===== config.mk =====
export PLATFORM = sky130hd
export DESIGN_NAME = ps2_host_cmd_ctrl
export DESIGN_NICKNAME = d
export VERILOG_FILES = /design/src/rtl/ps2_host_cmd_ctrl.sv
export SDC_FILE = /design/constraint.sdc
export NUM_CORES = 1
export LEC_CHECK = 0
export BUFFER_PORTS_ARGS = -buffer_cell sky130_fd_sc_hd__buf_2
export CAP_MARGIN = 20
export CORE_ASPECT_RATIO = 1.5
export CORE_MARGIN = 5
export CORE_UTILIZATION = 44
export CTS_CLUSTER_SIZE = 8
export DETAILED_ROUTE_END_ITERATION = 8
export PLACE_DENSITY = 0.7
export SLEW_MARGIN = 20
export SYNTH_ARGS = -nofsm -noshare
export SYNTH_HDL_FRONTEND = slang
export SYNTH_SLANG_ARGS = --single-unit

===== constraint.sdc =====
create_clock -name clock -period 5.1 [get_ports clock]
set_input_delay 0.765 -clock clock [delete_from_list [all_inputs] [get_ports clock]]
set_output_delay 0.765 -clock clock [all_outputs]
set_load 0.1 [all_outputs]

===== src/rtl/ps2_host_cmd_ctrl.sv =====
// PS/2 host-to-device command sequencer with APB register access.
// Optional clock glitch filter: define PS2_HOST_CMD_GLITCH_FILTER_EN.
module ps2_host_cmd_ctrl #(
  parameter int unsigned INHIBIT_CYCLES = 10000,
  parameter int unsigned TIMEOUT_CYCLES = 2000000
) (
  input  logic        clock,
  input  logic        reset,
  input  logic [31:0] in_paddr,
  input  logic        in_psel,
  input  logic        in_penable,
  input  logic        in_pwrite,
  input  logic [2:0]  in_pprot,
  input  logic [31:0] in_pwdata,
  input  logic [3:0]  in_pstrb,
  output logic        in_pready,
  output logic [31:0] in_prdata,
  output logic        in_pslverr,
  input  logic        ps2_clk,
  input  logic        ps2_data,
  output logic        ps2_clk_oe,
  output logic        ps2_data_oe,
  output logic        rx_inhibit
);

  localparam int unsigned INH_W = (INHIBIT_CYCLES > 1) ? $clog2(INHIBIT_CYCLES + 1) : 1;
  localparam int unsigned TMO_W = (TIMEOUT_CYCLES > 1) ? $clog2(TIMEOUT_CYCLES + 1) : 1;

  typedef enum logic [2:0] {
    ST_IDLE,
    ST_INHIBIT,
    ST_RTS,
    ST_SHIFT,
    ST_WAIT_IDLE
  } state_t;

  state_t             state;
  logic [7:0]         tx_byte;
  logic               tx_parity;
  logic [3:0]         bit_cnt;
  logic [3:0]         bit_next;
  logic [INH_W-1:0]   inh_cnt;
  logic [TMO_W-1:0]   tmo_cnt;
  logic               tmo_hit;
  logic               ack_ok, nack, timed_out, done;
  logic               busy;
  logic [4:0]         status;

  logic               clk_s1, clk_s2, data_s1, data_s2;
  logic               clk_lvl, clk_prev, fall;

  logic               access, tx_wr;
  logic [1:0]         reg_sel;
  logic               unused_apb;

  assign unused_apb = ^{in_paddr[31:4], in_paddr[1:0], in_pprot, in_pstrb, in_pwdata[31:8]};

  // APB decode; every access completes in its single enable cycle
  assign access     = in_psel & in_penable;
  assign reg_sel    = in_paddr[3:2];
  assign tx_wr      = access & in_pwrite & (reg_sel == 2'd0);
  assign busy       = (state != ST_IDLE);
  assign status     = {done, timed_out, nack, ack_ok, busy};
  assign in_pready  = 1'b1;
  assign in_pslverr = tx_wr & busy;
  assign in_prdata  = (access && !in_pwrite && reg_sel == 2'd1) ? {27'd0, status} : '0;
  assign rx_inhibit = busy;

  always_ff @(posedge clock or posedge reset) begin
    if (reset) begin
      clk_s1  <= 1'b1;
      clk_s2  <= 1'b1;
      data_s1 <= 1'b1;
      data_s2 <= 1'b1;
    end else begin
      clk_s1  <= ps2_clk;
      clk_s2  <= clk_s1;
      data_s1 <= ps2_data;
      data_s2 <= data_s1;
    end
  end

`ifdef PS2_HOST_CMD_GLITCH_FILTER_EN
  logic       clk_filt;
  logic [1:0] flt_cnt;

  // filtered level follows only after 4 consecutive clocks at the new level
  always_ff @(posedge clock or posedge reset) begin
    if (reset) begin
      clk_filt <= 1'b1;
      flt_cnt  <= '0;
    end else if (clk_s2 != clk_filt) begin
      if (flt_cnt == 2'd3) begin
        clk_filt <= clk_s2;
        flt_cnt  <= '0;
      end else begin
        flt_cnt <= flt_cnt + 2'd1;
      end
    end else begin
      flt_cnt <= '0;
    end
  end

  assign clk_lvl = clk_filt;
`else
  assign clk_lvl = clk_s2;
`endif

  always_ff @(posedge clock or posedge reset) begin
    if (reset) clk_prev <= 1'b1;
    else       clk_prev <= clk_lvl;
  end

  assign fall     = clk_prev & ~clk_lvl;
  assign bit_next = bit_cnt + 4'd1;
  assign tmo_hit  = (tmo_cnt == TMO_W'(TIMEOUT_CYCLES - 1));

  always_ff @(posedge clock or posedge reset) begin
    if (reset) begin
      state       <= ST_IDLE;
      ps2_clk_oe  <= 1'b0;
      ps2_data_oe <= 1'b0;
      tx_byte     <= '0;
      tx_parity   <= 1'b0;
      bit_cnt     <= '0;
      inh_cnt     <= '0;
      tmo_cnt     <= '0;
      ack_ok      <= 1'b0;
      nack        <= 1'b0;
      timed_out   <= 1'b0;
      done        <= 1'b0;
    end else if ((state == ST_RTS || state == ST_SHIFT || state == ST_WAIT_IDLE) && tmo_hit) begin
      // timeout wins over any same-cycle clock edge, including the ACK edge
      ps2_clk_oe  <= 1'b0;
      ps2_data_oe <= 1'b0;
      timed_out   <= 1'b1;
      done        <= 1'b1;
      state       <= ST_IDLE;
    end else begin
      case (state)
        ST_IDLE: begin
          if (tx_wr) begin
            tx_byte    <= in_pwdata[7:0];
            tx_parity  <= ~^in_pwdata[7:0];
            ack_ok     <= 1'b0;
            nack       <= 1'b0;
            timed_out  <= 1'b0;
            done       <= 1'b0;
            ps2_clk_oe <= 1'b1;
            inh_cnt    <= '0;
            state      <= ST_INHIBIT;
          end
        end
        ST_INHIBIT: begin
          if (inh_cnt == INH_W'(INHIBIT_CYCLES - 1)) begin
            ps2_clk_oe  <= 1'b0;
            ps2_data_oe <= 1'b1;
            bit_cnt     <= '0;
            tmo_cnt     <= '0;
            state       <= ST_RTS;
          end else begin
            inh_cnt <= inh_cnt + 1'b1;
          end
        end
        ST_RTS: begin
          tmo_cnt <= tmo_cnt + 1'b1;
          state   <= ST_SHIFT;
        end
        ST_SHIFT: begin
          tmo_cnt <= tmo_cnt + 1'b1;
          if (fall) begin
            bit_cnt <= bit_next;
            if (bit_next <= 4'd8) begin
              ps2_data_oe <= ~tx_byte[bit_cnt[2:0]];
            end else if (bit_next == 4'd9) begin
              ps2_data_oe <= ~tx_parity;
            end else if (bit_next == 4'd10) begin
              ps2_data_oe <= 1'b0;
            end else begin
              ack_ok <= ~data_s2;
              nack   <= data_s2;
              state  <= ST_WAIT_IDLE;
            end
          end
        end
        ST_WAIT_IDLE: begin
          tmo_cnt <= tmo_cnt + 1'b1;
          if (clk_s2 && data_s2) begin
            done  <= 1'b1;
            state <= ST_IDLE;
          end
        end
        default: state <= ST_IDLE;
      endcase
    end
  end

endmodule


# After elaboration in Yosys (flattened, before gate mapping)
# Cells that the tools add are included.
# totals
ff_bits,62
latchBits,0
ramBits,0
romBits,0
inputBits,78
memories,0
# op_classes
add_sub_neg,3
n_mul,0
div_mod_pow,0
n_lt_le_gt_ge,2
n_eq_ne,24
shifts,0
mux,47
bitwise_logic,10
reduce_logical,31
# ops
operator,n
case mux 21 bit (2 select lines),1
two-way mux 14 bit,2
case mux 14 bit (2 select lines),1
two-way mux 3 bit,8
two-way mux 1 bit,23
adder 21 x 1 -> 21 bit (second input constant),1
== test 21 bit (second input constant),1
two-way mux 21 bit,1
inequality test 3 bit (second input constant),5
case mux 3 bit (5 select lines),1
adder 14 x 1 -> 14 bit (second input constant),1
== test 14 bit (second input constant),1
inequality test 2 bit (second input constant),7
AND reduction 7 bit,2
AND reduction 3 bit,4
AND reduction 4 bit,3
nonzero test 2 bit,6
nonzero test 3 bit,4
case mux 1 bit (2 select lines),5
== test 4 bit (second input constant),2
two-way mux 4 bit,2
case mux 4 bit (2 select lines),1
XNOR reduction 8 bit,1
== test 3 x 2 -> 1 bit (second input constant),2
other kinds (20),32

# Logic depth before layout (Yosys ltp)
# Gate-level depths: netlist of run 1.
# logic_depth
word_depth,8
mapped_depth,8

# Worst setup path after synthesis of run 1
# OpenSTA, ideal clock, no wires.
# synth_path
path_type,input to output
from,in in_paddr[3]
to,out in_pslverr
arrival_time_ns,3.076
slack_ns,1.259
stages,2
n_path_buf,0
path_cell_list,nand3b_1 -> nor3_1
# synth_via
elab_chain_cells,3
# synth_rtl
item,line,text
"start, declared",9,"input logic [31:0] in_paddr,"
logical NOT 2 bit,61,assign tx_wr = access & in_pwrite & (reg_sel == 2'd0);
AND 1 bit,61,
AND 1 bit,65,assign in_pslverr = tx_wr & busy;
"end, declared",18,"output logic in_pslverr,"
# Every way passes these cells.

# Final worst setup path of run 1
# layout_path
from,in in_paddr[3]
to,out in_prdata[3]
# layout_via
elab_chain_cells,3
# layout_rtl
item,line,text
== test 2 x 1 -> 1 bit,66,"assign in_prdata = (access && !in_pwrite && reg_sel == 2'd1) ? {27'd0, status} : '0;"
logical AND 1 bit,66,
two-way mux 5 bit,66,
"end, declared",17,"output logic [31:0] in_prdata,"
# Every way passes these cells.

==> results of run 1 <==
power breakdown:
part | internal [mW] | switching (mW) | total (mW) | leakage (nW)
Clock | 0.339 | 0.212 | 0.551 | 0.132
Sequential | 0.497 | 0.00134 | 0.498 | 0.814
Combinational | 0.0132 | 0.116 | 0.129 | 0.830
metal layers:
| metal | part of all wire, % | vias to the layer above | GRT usage (%) |
|---|---|---|---|
| li1 | - | 1456 | - |
| met1 | 39 | 1450 | 18.0 |
| met2 | 53 | 71 | 28.2 |
| met3 | 4.8 | 16 | 3.96 |
| met4 | 2.6 | 0 | 9.21 |
| met5 | 0 | - | 0 |
flip-flops by register name, indices dropped and copies added (netlist names):
name	cells
clk_lvl	1
timed_out	1
clk_prev	1
tx_parity	1
done	1
data_s1	1
ps2_data_oe	1
ack_ok	1
bit_cnt	4
tmo_cnt	21
ps2_clk_oe	1
tx_byte	8
inh_cnt	14
data_s2	1
nack	1
state	3
clk_s1	1
cell usage in the layout, fill, tap and decap left out, drive strengths merged, types with 4 or more instances in the layout:
master,count
nand2,58
dfrtp,57
conb,28
buf,28
o21ai,27
nor2,24
a21oi,21
nand3,15
xnor2,14
or3,14
clkbuf,12
inv,11
nand4,10
o211ai,9
or4,8
nor3,7
and2,6
o31ai,6
nor4,6
nand2b,5
a22o,5
ha,5
dfstp,5
nor2b,4
and3,4
and4,4
cell type report:
class                   instances  area (sq um)  share of cell area, %
clock inverters                 4          22.5                  0.553
well taps                     107           134                   3.29
inverters                      11          41.3                   1.01
multi-input cells             320          1920                   47.2
clock buffers                  12           246                   6.06
flip-flops and latches         62          1560                   38.3
repair buffers                 28           148                   3.63
how the worst max path moves through the flow:
stage / startpoint / to / depth (start not counted)
finish: in_paddr[3] / in_prdata[3] / 5
global route: in_paddr[3] / in_prdata[3] / 5
CTS: in_paddr[3] / in_prdata[3] / 5
detailed placement: in_paddr[3] / in_prdata[3] / 5
global placement: in_paddr[3] / in_prdata[3] / 5
floorplan: in_paddr[3] / in_pslverr / 2
critical path, delay by kind of cell:
kind / cells / cell delay [ns]
and+or+nand+nor: 3 / 1.21
buffers and inverters: 2 / 0.53
logic make-up (layout without fill, tap and decap cells):
kind of cell	count (synthesis)	in the layout
buffers and inverters	57	55
adders and majority gates	5	5
muxes	5	5
and+or+nand+nor	184	184
xor gates and xnor gates	16	16
DFF	62	62
other	2	28
AOI/OAI and AO/OA	82	82
per-stage QoR:
step | cell area (sq um) | util, % | cells | hold WS, ns
6_report | 4070 | 48.7 | 544 | 0.354
5_1_grt | 4070 | 48.7 | 544 | 0.358
4_1_cts | 4070 | 48.7 | 544 | 0.355
3_5_place_dp | 3800 | 45.5 | 528 | 0.347
3_3_place_gp | 3800 | 45.5 | 528 | 0.346
2_1_floorplan | 3820 | - | 439 | 0.345
==> summary.md, run 1 <==
| Metric | Value |
|---|---|
| Total power divided by cell area | 290 nW/um^2 |
| Final critical-path share of the clock period | 64.0% |
| CTS Hold Bufs | 0 |
| Share of post-route cells with drive strength above 1 | 14.6% |
| Worst-case clock skew | 0.00962 ns |
| Synth-to-Final Area Change | 9.42% |
| GRT Overall Usage | 16.2% |
| Post-layout nets | 515 |
| DRC violation count after routing | 0 |
| Worst hold start | data_s1 |
| Slew margin rel. | 30.6% |
| Type of the worst setup path | in -> out |
| Maximum number of pins on one net before global-route repair | 63 |
| Core Region | 8360 sq um |
| Largest family of logic cells by synthesized area | simple AND/OR/NAND/NOR gates |
| Crit Path Max Fanout | 5 |
| Area fraction of the dominant cell type after synthesis | 38.3% |
| RSZ-0062 raised after global routing | no |
| Static leakage | 1.78 nW |
| Most numerous cell in the Yosys netlist | nand2_1 |
| Remaining number of nets flagged by the antenna check after routing | 0 |
| Avg Vias per Cell | 5.50 |
| Total number of vias | 2993 |
| Avg Cell Area, Syn | 9.01 sq um |
| Post-CTS Repair Setup Buffers | 0 |
| Setup slack of the most critical reg-to-reg path | 2.26 ns |
| Main flop type after synthesis | dfrtp_1 |
| Compound-cell area share of the yosys netlist | 14.0% |
| Number of clock sinks | 62 |
| Site Rows | 41 |
| Crit. End Element | primary output |
| Buffer depth of the longest clock path | 2 |
| Ordered cell list for the critical path | buf_2 -> nand3b_1 -> nor3b_1 -> and2_1 -> buf_2 |
| Number of failing setup endpoints in the final timing report | 0 |
| DP Worst Slack | 1.88 ns |
| Starting density of the core | 44.5% |
| Clock-pin slew reported for the worst setup and hold paths after clock tree synthesis | 0.05 ns |
| Post-synth ARST share | 100% |
| Hold endpoint | data_s2 |
| Number of buffers added on ports | 25 |
| Number of antenna violations at the first check in global routing | 0 |
| CTS Root Cell | clkbuf_16 |
| Global-route wire length before repair | 13.4 mm |
| Worst reg2reg path startpoint | state[2] |
| Cells after synthesis | 413 |
| TritonCTS clock tree | done |
| Worst Setup Start Kind | primary input |
| Post-layout worst setup margin | 1.83 ns |
| Number of failing hold endpoints at the final stage | 0 |
| Cell type of the slowest stage on the worst timing path | nor3b_1 |
| Io pins | 115 |
| CP dominant cell by count | buf_2 |
| DIE WIDTH | 85.1 microns |
| Global placer's final weighted congestion | 0.805 |
| Part of the Yosys area used for sequential elements | 41.9% |
| Yosys warning total | 0 |
| Summed negative setup slack over all endpoints | 0 ns |
| Status | complete, no violations |
| Total Power Consumption | 1.18 mW |
| Detailed Place HPWL | 5.74 mm |
| Global-route congestion overflow total | 0 |
| Skew-Pair Late Insertion Delay | 0.33 ns |
| Proportion of synthesized area in mux cells | 1.72% |
| Most numerous cell types in the synthesized netlist | 58 x nand2_1, 57 x dfrtp_1, 29 x buf_4, 24 x o21ai_0, 23 x nor2_1 |
| Number of library cell types mapped by synthesis | 62 |
| Minimum clock period after layout | 3.27 ns |
| Worst EP arrival | 2.50 ns |
| Filler cell count in the final layout | 780 |
| Cell types with the largest area share after synthesis | dfrtp_1 38%, buf_4 5.9%, nand2_1 5.9%, dfstp_2 3.5%, xnor2_1 3.3% |
| Xor and xnor fraction of the mapped netlist area | 3.77% |
| Number of gates resized after cts | 0 |
| Yosys reg bits | 62 |
| Worst Path Required | 4.34 ns |
| TritonCTS buffer count | 9 |
| Largest vdd supply drop | 0.167 mV |
| Worst min path class | reg -> reg |
| Die Footprint | 10400 sq um |
| Worst hold stages | 0 |
| 1st-iter DRT viols | 156 |
| Max-slew violations | 0 |
| Vertical die dimension | 123 microns |
| Number of global-route vias before repair | 2904 |
| Max-capacitance violation count | 0 |
| ANT cells | 0 |
| Number of detailed-route iterations in the first pass | 4 |
| CTS H-tree depth | 3 |
| Mapped Area | 3720 sq um |
| Adder and majority cell fraction of the synthesized area | 1.68% |
| Number of enable flip-flop cells after synthesis | 0 |
| Tightest Pin Transition | 1.03 ns |
| Longest individual stage delay on the worst path | 0.69 ns |
| Achievable clock frequency | 306 MHz |
| Reg2Reg Capture Point | bit_cnt[3] |
| Cell count of the worst reg-to-reg path | 5 |
| Library cell with the largest summed area after synthesis | dfrtp_1 |
| Total detailed-routing wirelength | 8.10 mm |
| Basic-gate share of the synthesized area counting and, or, nand and nor cells | 27.5% |
| Routed wirelength normalized by instance count | 14.9 microns |
No activity file was read; power rests on OpenSTA's default activity.
==> run 2, diff against run 1 <==
Clock period 5.1 ns to 3.1 ns, I/O delays scaled along.
==> run 2 against run 1 <==
  * Count of clock-buffer cells in the layout rose by 1
  * Register-to-register slack got worse by 1.6 ns
  * Critical endpoint is now state[0]
  * Routed wire length barely moved
  * First-iteration DRC count fell by 22%
  * Hold slack got worse by 0.12 ns
  * Highest routed layer unchanged
  * Non-clock buffer count rose by 5
==> summary.md, run 2 (synthesis results as in run 1) <==
| Metric | Value |
|---|---|
| Type of the worst setup path | reg -> reg (was in -> out) |
| DRC violation count after routing | 0 (unchanged) |
| Summed negative setup slack over all endpoints | 0 ns (unchanged) |
| Max-slew violations | 0 (unchanged) |
| TritonCTS buffer count | 9 (unchanged) |
| Skew-Pair Late Insertion Delay | 0.33 ns (about the same) |
| Most used cells in the layout excluding fill and tap cells | 58 x nand2_1, 57 x dfrtp_1, 28 x conb_1 (unchanged) |
| Crit. End Element | register (was primary output) |
| Worst hold slack after final layout | 0.232 ns (was 0.354 ns) |
| Max-capacitance violation count | 0 (unchanged) |
| Die Footprint | 10400 sq um (unchanged) |
| Metal3 WL | 387 microns (was 392 microns) |
| DIE WIDTH | 85.1 microns (unchanged) |
| Io pins | 115 (unchanged) |
| Number of failing setup endpoints in the final timing report | 0 (unchanged) |
| Routed wirelength normalized by instance count | 14.8 microns (was 14.9 microns) |
| Achievable clock frequency | 410 MHz |
| RSZ-0062 raised after global routing | no (unchanged) |
| Number of flip-flops under the largest register name | 21 (unchanged) |
| Crit Path Max Fanout | 12 (was 5) |
| Number of gates resized after cts | 0 (unchanged) |
| Family with the most delay on the worst path | simple AND/OR/NAND/NOR gates (unchanged) |
| Global placer's final weighted congestion | 0.849 (was 0.805) |
| CTS Hold Bufs | 0 (unchanged) |
| Number of clock sinks | 62 (unchanged) |
| 1st-iter DRT viols | 122 (was 156) |
| Largest vdd supply drop | 0.273 mV (was 0.167 mV) |
| GRT Overall Usage | 16.6% (was 16.2%) |
| Synth-to-Final Area Change | 11.9% (was 9.42%) |
| Global-route wire length before repair | 13.6 mm (was 13.4 mm) |
| Sum of routed wire segments on met1 | 3.19 mm (was 3.20 mm) |
| Tightest Pin Transition | 0.875 ns (was 1.03 ns) |
| Total number of vias | 3021 (was 2993) |
| Number of detailed-route iterations in the first pass | 4 (unchanged) |
| Worst min path class | in -> reg (was reg -> reg) |
| Cell type of the slowest stage on the worst timing path | o211ai_1 (was nor3b_1) |
| Post-CTS Repair Setup Buffers | 0 (unchanged) |
| Maximum number of pins on one net before global-route repair | 36 (was 63) |
| CTS Root Cell | clkbuf_16 (unchanged) |
| Static leakage | 1.83 nW (was 1.78 nW) |
| Ordered cell list for the critical path | nor3b_2 -> o211ai_1 -> nor4_1 -> buf_4 -> or4_1 -> nand3_1 (was buf_2 -> nand3b_1 -> nor3b_1 -> and2_1 -> buf_2) |
| Vertical die dimension | 123 microns (unchanged) |
| Core Region | 8360 sq um (unchanged) |
| Worst-case clock skew | 0.00704 ns (was 0.00962 ns) |
| Remaining number of nets flagged by the antenna check after routing | 0 (unchanged) |
| Number of global-route vias before repair | 2918 (was 2904) |
| Total power divided by cell area | 500 nW/um^2 (was 290 nW/um^2) |
| Share of post-route cells with drive strength above 1 | 16.3% (was 14.6%) |
| Buffer depth of the longest clock path | 2 (unchanged) |
| Avg Vias per Cell | 5.50 (about the same) |
| Worst Path Required | 3.36 ns (was 4.34 ns) |
| Status | complete, no violations (unchanged) |
| Starting density of the core | 44.5% (unchanged) |
| Site Rows | 41 (unchanged) |
| Minimum clock period after layout | 2.44 ns |
| Number of antenna violations at the first check in global routing | 0 (unchanged) |
| ANT cells | 0 (unchanged) |
| DR WL met2 | 4.24 mm (was 4.31 mm) |
| Final critical-path share of the clock period | 78.6% |
| Detailed Place HPWL | 5.88 mm (was 5.74 mm) |
| Top reg by flops | tmo_cnt (unchanged) |
| Highest routed metal layer | met4 (unchanged) |
| CTS H-tree depth | 3 (unchanged) |
| Critical path buffer and inverter count | 1 (was 2) |
| Longest individual stage delay on the worst path | 0.73 ns (was 0.69 ns) |
| Post-layout nets | 520 (was 515) |
| Number of failing hold endpoints at the final stage | 0 (unchanged) |
| Number of buffers added on ports | 25 (unchanged) |
| Global-route congestion overflow total | 0 (unchanged) |
| Worst EP arrival | 2.70 ns (was 2.50 ns) |
| Worst Setup Start Kind | register (was primary input) |
| Slew margin rel. | 41.4% (was 30.6%) |
| Largest registers ranked by flip-flop count | tmo_cnt (21), inh_cnt (14), tx_byte (8) (unchanged) |
| Total detailed-routing wirelength | 8.10 mm (about the same) |
| TritonCTS clock tree | done (unchanged) |
| Clock-pin slew reported for the worst setup and hold paths after clock tree synthesis | 0.06 ns (was 0.05 ns) |
| Most common cell after layout, fill and taps aside | nand2_1 (unchanged) |
## run 2: changes by cell type in the layout (fill, tap and decap cells not counted)
cell / before / now
nor3_1: 6 / 5
clkinvlp_4: 1 / 0
nor3_2: 1 / 2
buf_4: 3 / 8
clkbuf_8: 1 / 4
clkinv_2: 3 / 2
bufinv_16: 0 / 1
clkbuf_1: 2 / 0
## run 2: where the power goes
group | leakage [nW] | internal (mW) | switching [mW]
clock network | 0.162 | 0.706 | 0.346
logic | 0.857 | 0.0228 | 0.189
registers | 0.814 | 0.818 | 0.00211
## run 2: final timing paths
check	startpoint	end	slack (ns)	depth (start not counted)
min in group asynchronous	reset	tmo_cnt[0]	0.27	2
setup / recovery	state[2]	state[0]	0.66	6
hold reg to reg	clk_s1	clk_lvl	0.36	0
hold / removal	ps2_data	data_s1	0.23	1
max in group asynchronous	reset	clk_s1	2.06	3
setup reg to reg	state[2]	state[0]	0.66	6
## run 2: per-stage QoR
step                      cells  util, %  power (mW)  setup WS [ns]  instance area [sq um]
after floorplan             439        -        1.05          0.431                   3820
after global placement      533     46.0        1.04          0.709                   3840
after detailed placement    533     46.0        1.05          0.686                   3840
after CTS                   549     49.8        2.10          0.651                   4160
after global routing        549     49.8        2.15          0.482                   4160
final                       549     49.8        2.08          0.662                   4160
## run 2: per-layer routing
layer	vias to the layer above	track usage [%]
met4	0	9.70
li1	1469	-
met1	1455	17.7
met5	-	0
met2	75	29.5
met3	22	3.90
## run 2: layout make-up
type	instances	area (sq um)
Clock buffer	13	280
Timing Repair Buffer	33	185
Sequential cell	62	1560
Inverter	11	41.3
Clock inverter	3	40.0
Fill cell	802	4200
Multi-Input combinational cell	320	1930
Tap cell	107	134
==> run 3, diff against run 2 <==
Clock period 3.1 ns to 2.51 ns, I/O delays scaled along.
==> run 3 against run 2 <==
  * First-iteration DRC count grew 22%
  * Utilization grew 0.84 points
  * Non-clock buffer count grew 6
  * Routed wire length shrank 2.5%
  * Total power grew 14%
  * Hold slack lost 0.085 ns
  * Setup slack lost 0.43 ns
  * Clock power grew 4%
  * Via count is essentially flat
==> summary.md, run 3 (synthesis results as in run 1) <==
| Metric | Value |
|---|---|
| Worst-case clock skew | 0.00689 ns (was 0.00704 ns) |
| Cell type of the slowest stage on the worst timing path | or4b_4 (was o211ai_1) |
| GRT Overall Usage | 16.0% (was 16.6%) |
| Slew margin rel. | 62.6% (was 41.4%) |
| Number of detailed-route iterations in the first pass | 4 (unchanged) |
| Setup slack of the most critical reg-to-reg path | 0.23 ns (was 0.66 ns) |
| Achievable clock frequency | 439 MHz (was 410 MHz) |
| Total detailed-routing wirelength | 7.90 mm (was 8.10 mm) |
| Total number of vias | 3018 (was 3021) |
| CTS H-tree depth | 3 (unchanged) |
| Global-route congestion overflow total | 0 (unchanged) |
| Most used cells in the layout excluding fill and tap cells | 58 x nand2_1, 57 x dfrtp_1, 28 x conb_1 (unchanged) |
| Number of failing hold endpoints at the final stage | 0 (unchanged) |
| Site Rows | 41 (unchanged) |
| Number of buffers added on ports | 25 (unchanged) |
| Tightest Pin Transition | 0.553 ns (was 0.875 ns) |
| DRC violation count after routing | 0 (unchanged) |
| Avg Vias per Cell | 5.44 (was 5.50) |
| Longest individual stage delay on the worst path | 0.58 ns (was 0.73 ns) |
| Clock-pin slew reported for the worst setup and hold paths after clock tree synthesis | 0.05 ns (was 0.06 ns) |
| RSZ-0062 raised after global routing | no (unchanged) |
| Crit Path Max Fanout | 5 (was 12) |
| Largest vdd supply drop | 0.496 mV (was 0.273 mV) |
| Skew-Pair Late Insertion Delay | 0.33 ns (about the same) |
| DR WL met2 | 4.15 mm (was 4.24 mm) |
| Most common cell after layout, fill and taps aside | nand2_1 (unchanged) |
| Critical path buffer and inverter count | 0 (was 1) |
| Cell count after placement | 538 (was 533) |
| Vertical die dimension | 123 microns (unchanged) |
| Type of the worst setup path | reg -> reg (unchanged) |
| Top reg by flops | tmo_cnt (unchanged) |
| 1st-iter DRT viols | 149 (was 122) |
| Global placer's final weighted congestion | 0.849 (about the same) |
| Synth-to-Final Area Change | 13.8% (was 11.9%) |
| Metal3 WL | 334 microns (was 387 microns) |
| Post-layout worst setup margin | 0.232 ns (was 0.662 ns) |
| TritonCTS clock tree | done (unchanged) |
| Family with the most delay on the worst path | simple AND/OR/NAND/NOR gates (unchanged) |
| Final critical-path share of the clock period | 90.8% (was 78.6%) |
| Number of failing setup endpoints in the final timing report | 0 (unchanged) |
| Ordered cell list for the critical path | or4b_4 -> nor4_4 -> nand2b_1 -> o21ai_2 -> mux2_1 (was nor3b_2 -> o211ai_1 -> nor4_1 -> buf_4 -> or4_1 -> nand3_1) |
| Max-capacitance violation count | 0 (unchanged) |
| Largest registers ranked by flip-flop count | tmo_cnt (21), inh_cnt (14), tx_byte (8) (unchanged) |
| Starting density of the core | 44.5% (unchanged) |
| Global-route wire length before repair | 13.4 mm (was 13.6 mm) |
| Highest routed metal layer | met4 (unchanged) |
| Die Footprint | 10400 sq um (unchanged) |
| Sum of routed wire segments on met1 | 3.16 mm (was 3.19 mm) |
| Worst Setup Start Kind | register (unchanged) |
| Number of flip-flops under the largest register name | 21 (unchanged) |
| CTS Root Cell | clkbuf_16 (unchanged) |
| Static leakage | 1.85 nW (was 1.83 nW) |
| Post-layout nets | 526 (was 520) |
| Io pins | 115 (unchanged) |
| Routed wirelength normalized by instance count | 14.2 microns (was 14.8 microns) |
| Share of post-route cells with drive strength above 1 | 17.4% (was 16.3%) |
| Status | complete, no violations (unchanged) |
| ANT cells | 0 (unchanged) |
| Number of antenna violations at the first check in global routing | 0 (unchanged) |
| Core Region | 8360 sq um (unchanged) |
| Summed negative setup slack over all endpoints | 0 ns (unchanged) |
| Detailed Place HPWL | 5.99 mm (was 5.88 mm) |
| Total power divided by cell area | 560 nW/um^2 (was 500 nW/um^2) |
| Worst min path class | in -> reg (unchanged) |
| Post-Layout Cell Count | 555 (was 549) |
| Buffer depth of the longest clock path | 2 (unchanged) |
| Number of global-route vias before repair | 2903 (was 2918) |
| Minimum clock period after layout | 2.28 ns (was 2.44 ns) |
| Maximum number of pins on one net before global-route repair | 36 (unchanged) |
| TritonCTS buffer count | 9 (unchanged) |
| DP Worst Slack | 0.268 ns (was 0.686 ns) |
| DIE WIDTH | 85.1 microns (unchanged) |
| Crit. End Element | register (unchanged) |
| Worst EP arrival | 2.48 ns (was 2.70 ns) |
| Remaining number of nets flagged by the antenna check after routing | 0 (unchanged) |
| Worst Path Required | 2.71 ns (was 3.36 ns) |
| Number of clock sinks | 62 (unchanged) |
| Max-slew violations | 0 (unchanged) |
[run 3: cell types whose count changed in the layout (fill, tap and decap cells not counted), sizes merged]
cell	before	now
dlygate4sd3	0	1
buf	33	38
clkinv	2	6
bufinv	1	0
clkinvlp	0	1
clkbuf	13	9
[run 3: worst paths after layout]
path	from	to	cells after the start
hold / removal	ps2_data	data_s1	1
setup reg to reg	tmo_cnt[12]	ack_ok	5
max in group asynchronous	reset	data_s1	4
setup / recovery	tmo_cnt[12]	ack_ok	5
hold reg to reg	data_s1	data_s2	0
min in group asynchronous	reset	inh_cnt[6]	3
[run 3: what timing repair did]
item	CTS	global route
endpoints found under the hold margin	8	0
resized for setup	0	0
setup buffers	0	0
hold buffers	1	0
endpoints found under the setup margin	0	0
[run 3: per-stage QoR]
step	hold slack (ns)	utilization, %	area (sq um)	power, mW
final	0.147	50.6	4230	2.37
after global routing	0.134	50.6	4230	2.46
after CTS	0.137	50.6	4230	2.40
after detailed placement	0.314	47.3	3960	1.30
after global placement	0.310	47.3	3960	1.30
after floorplan	0.345	-	3820	1.29
[run 3: worst reg2reg max path, delay by kind of cell (launching register included)]
kind / cells / cell delay (ns)
AO/OA/AOI/OAI: 1 / 0.14
flip-flops: 1 / 0.45
multiplexers: 1 / 0.35
AND/OR/NAND/NOR: 3 / 1.22
[run 3: final cells by class]
cell class / count / area (sq um)
fillers: 793 / 4130
repair buffers: 39 / 308
multi-input cells: 320 / 1930
clock buffers: 9 / 225
flip-flops and latches: 62 / 1560
inverters: 11 / 41.3
clock inverters: 7 / 41.3
well taps: 107 / 134
[run 3: layer usage]
metal | up-vias | track usage (%)
li1 | 1482 | -
met1 | 1452 | 17.7
met2 | 70 | 28.6
met3 | 14 | 3.56
met4 | 0 | 8.22
met5 | - | 0
[run 3: where the power goes]
group          switching [mW]  internal, mW  total [mW]
combinational           0.235        0.0336       0.269
sequential            0.00266          1.01        1.01
clock                   0.431         0.658        1.09
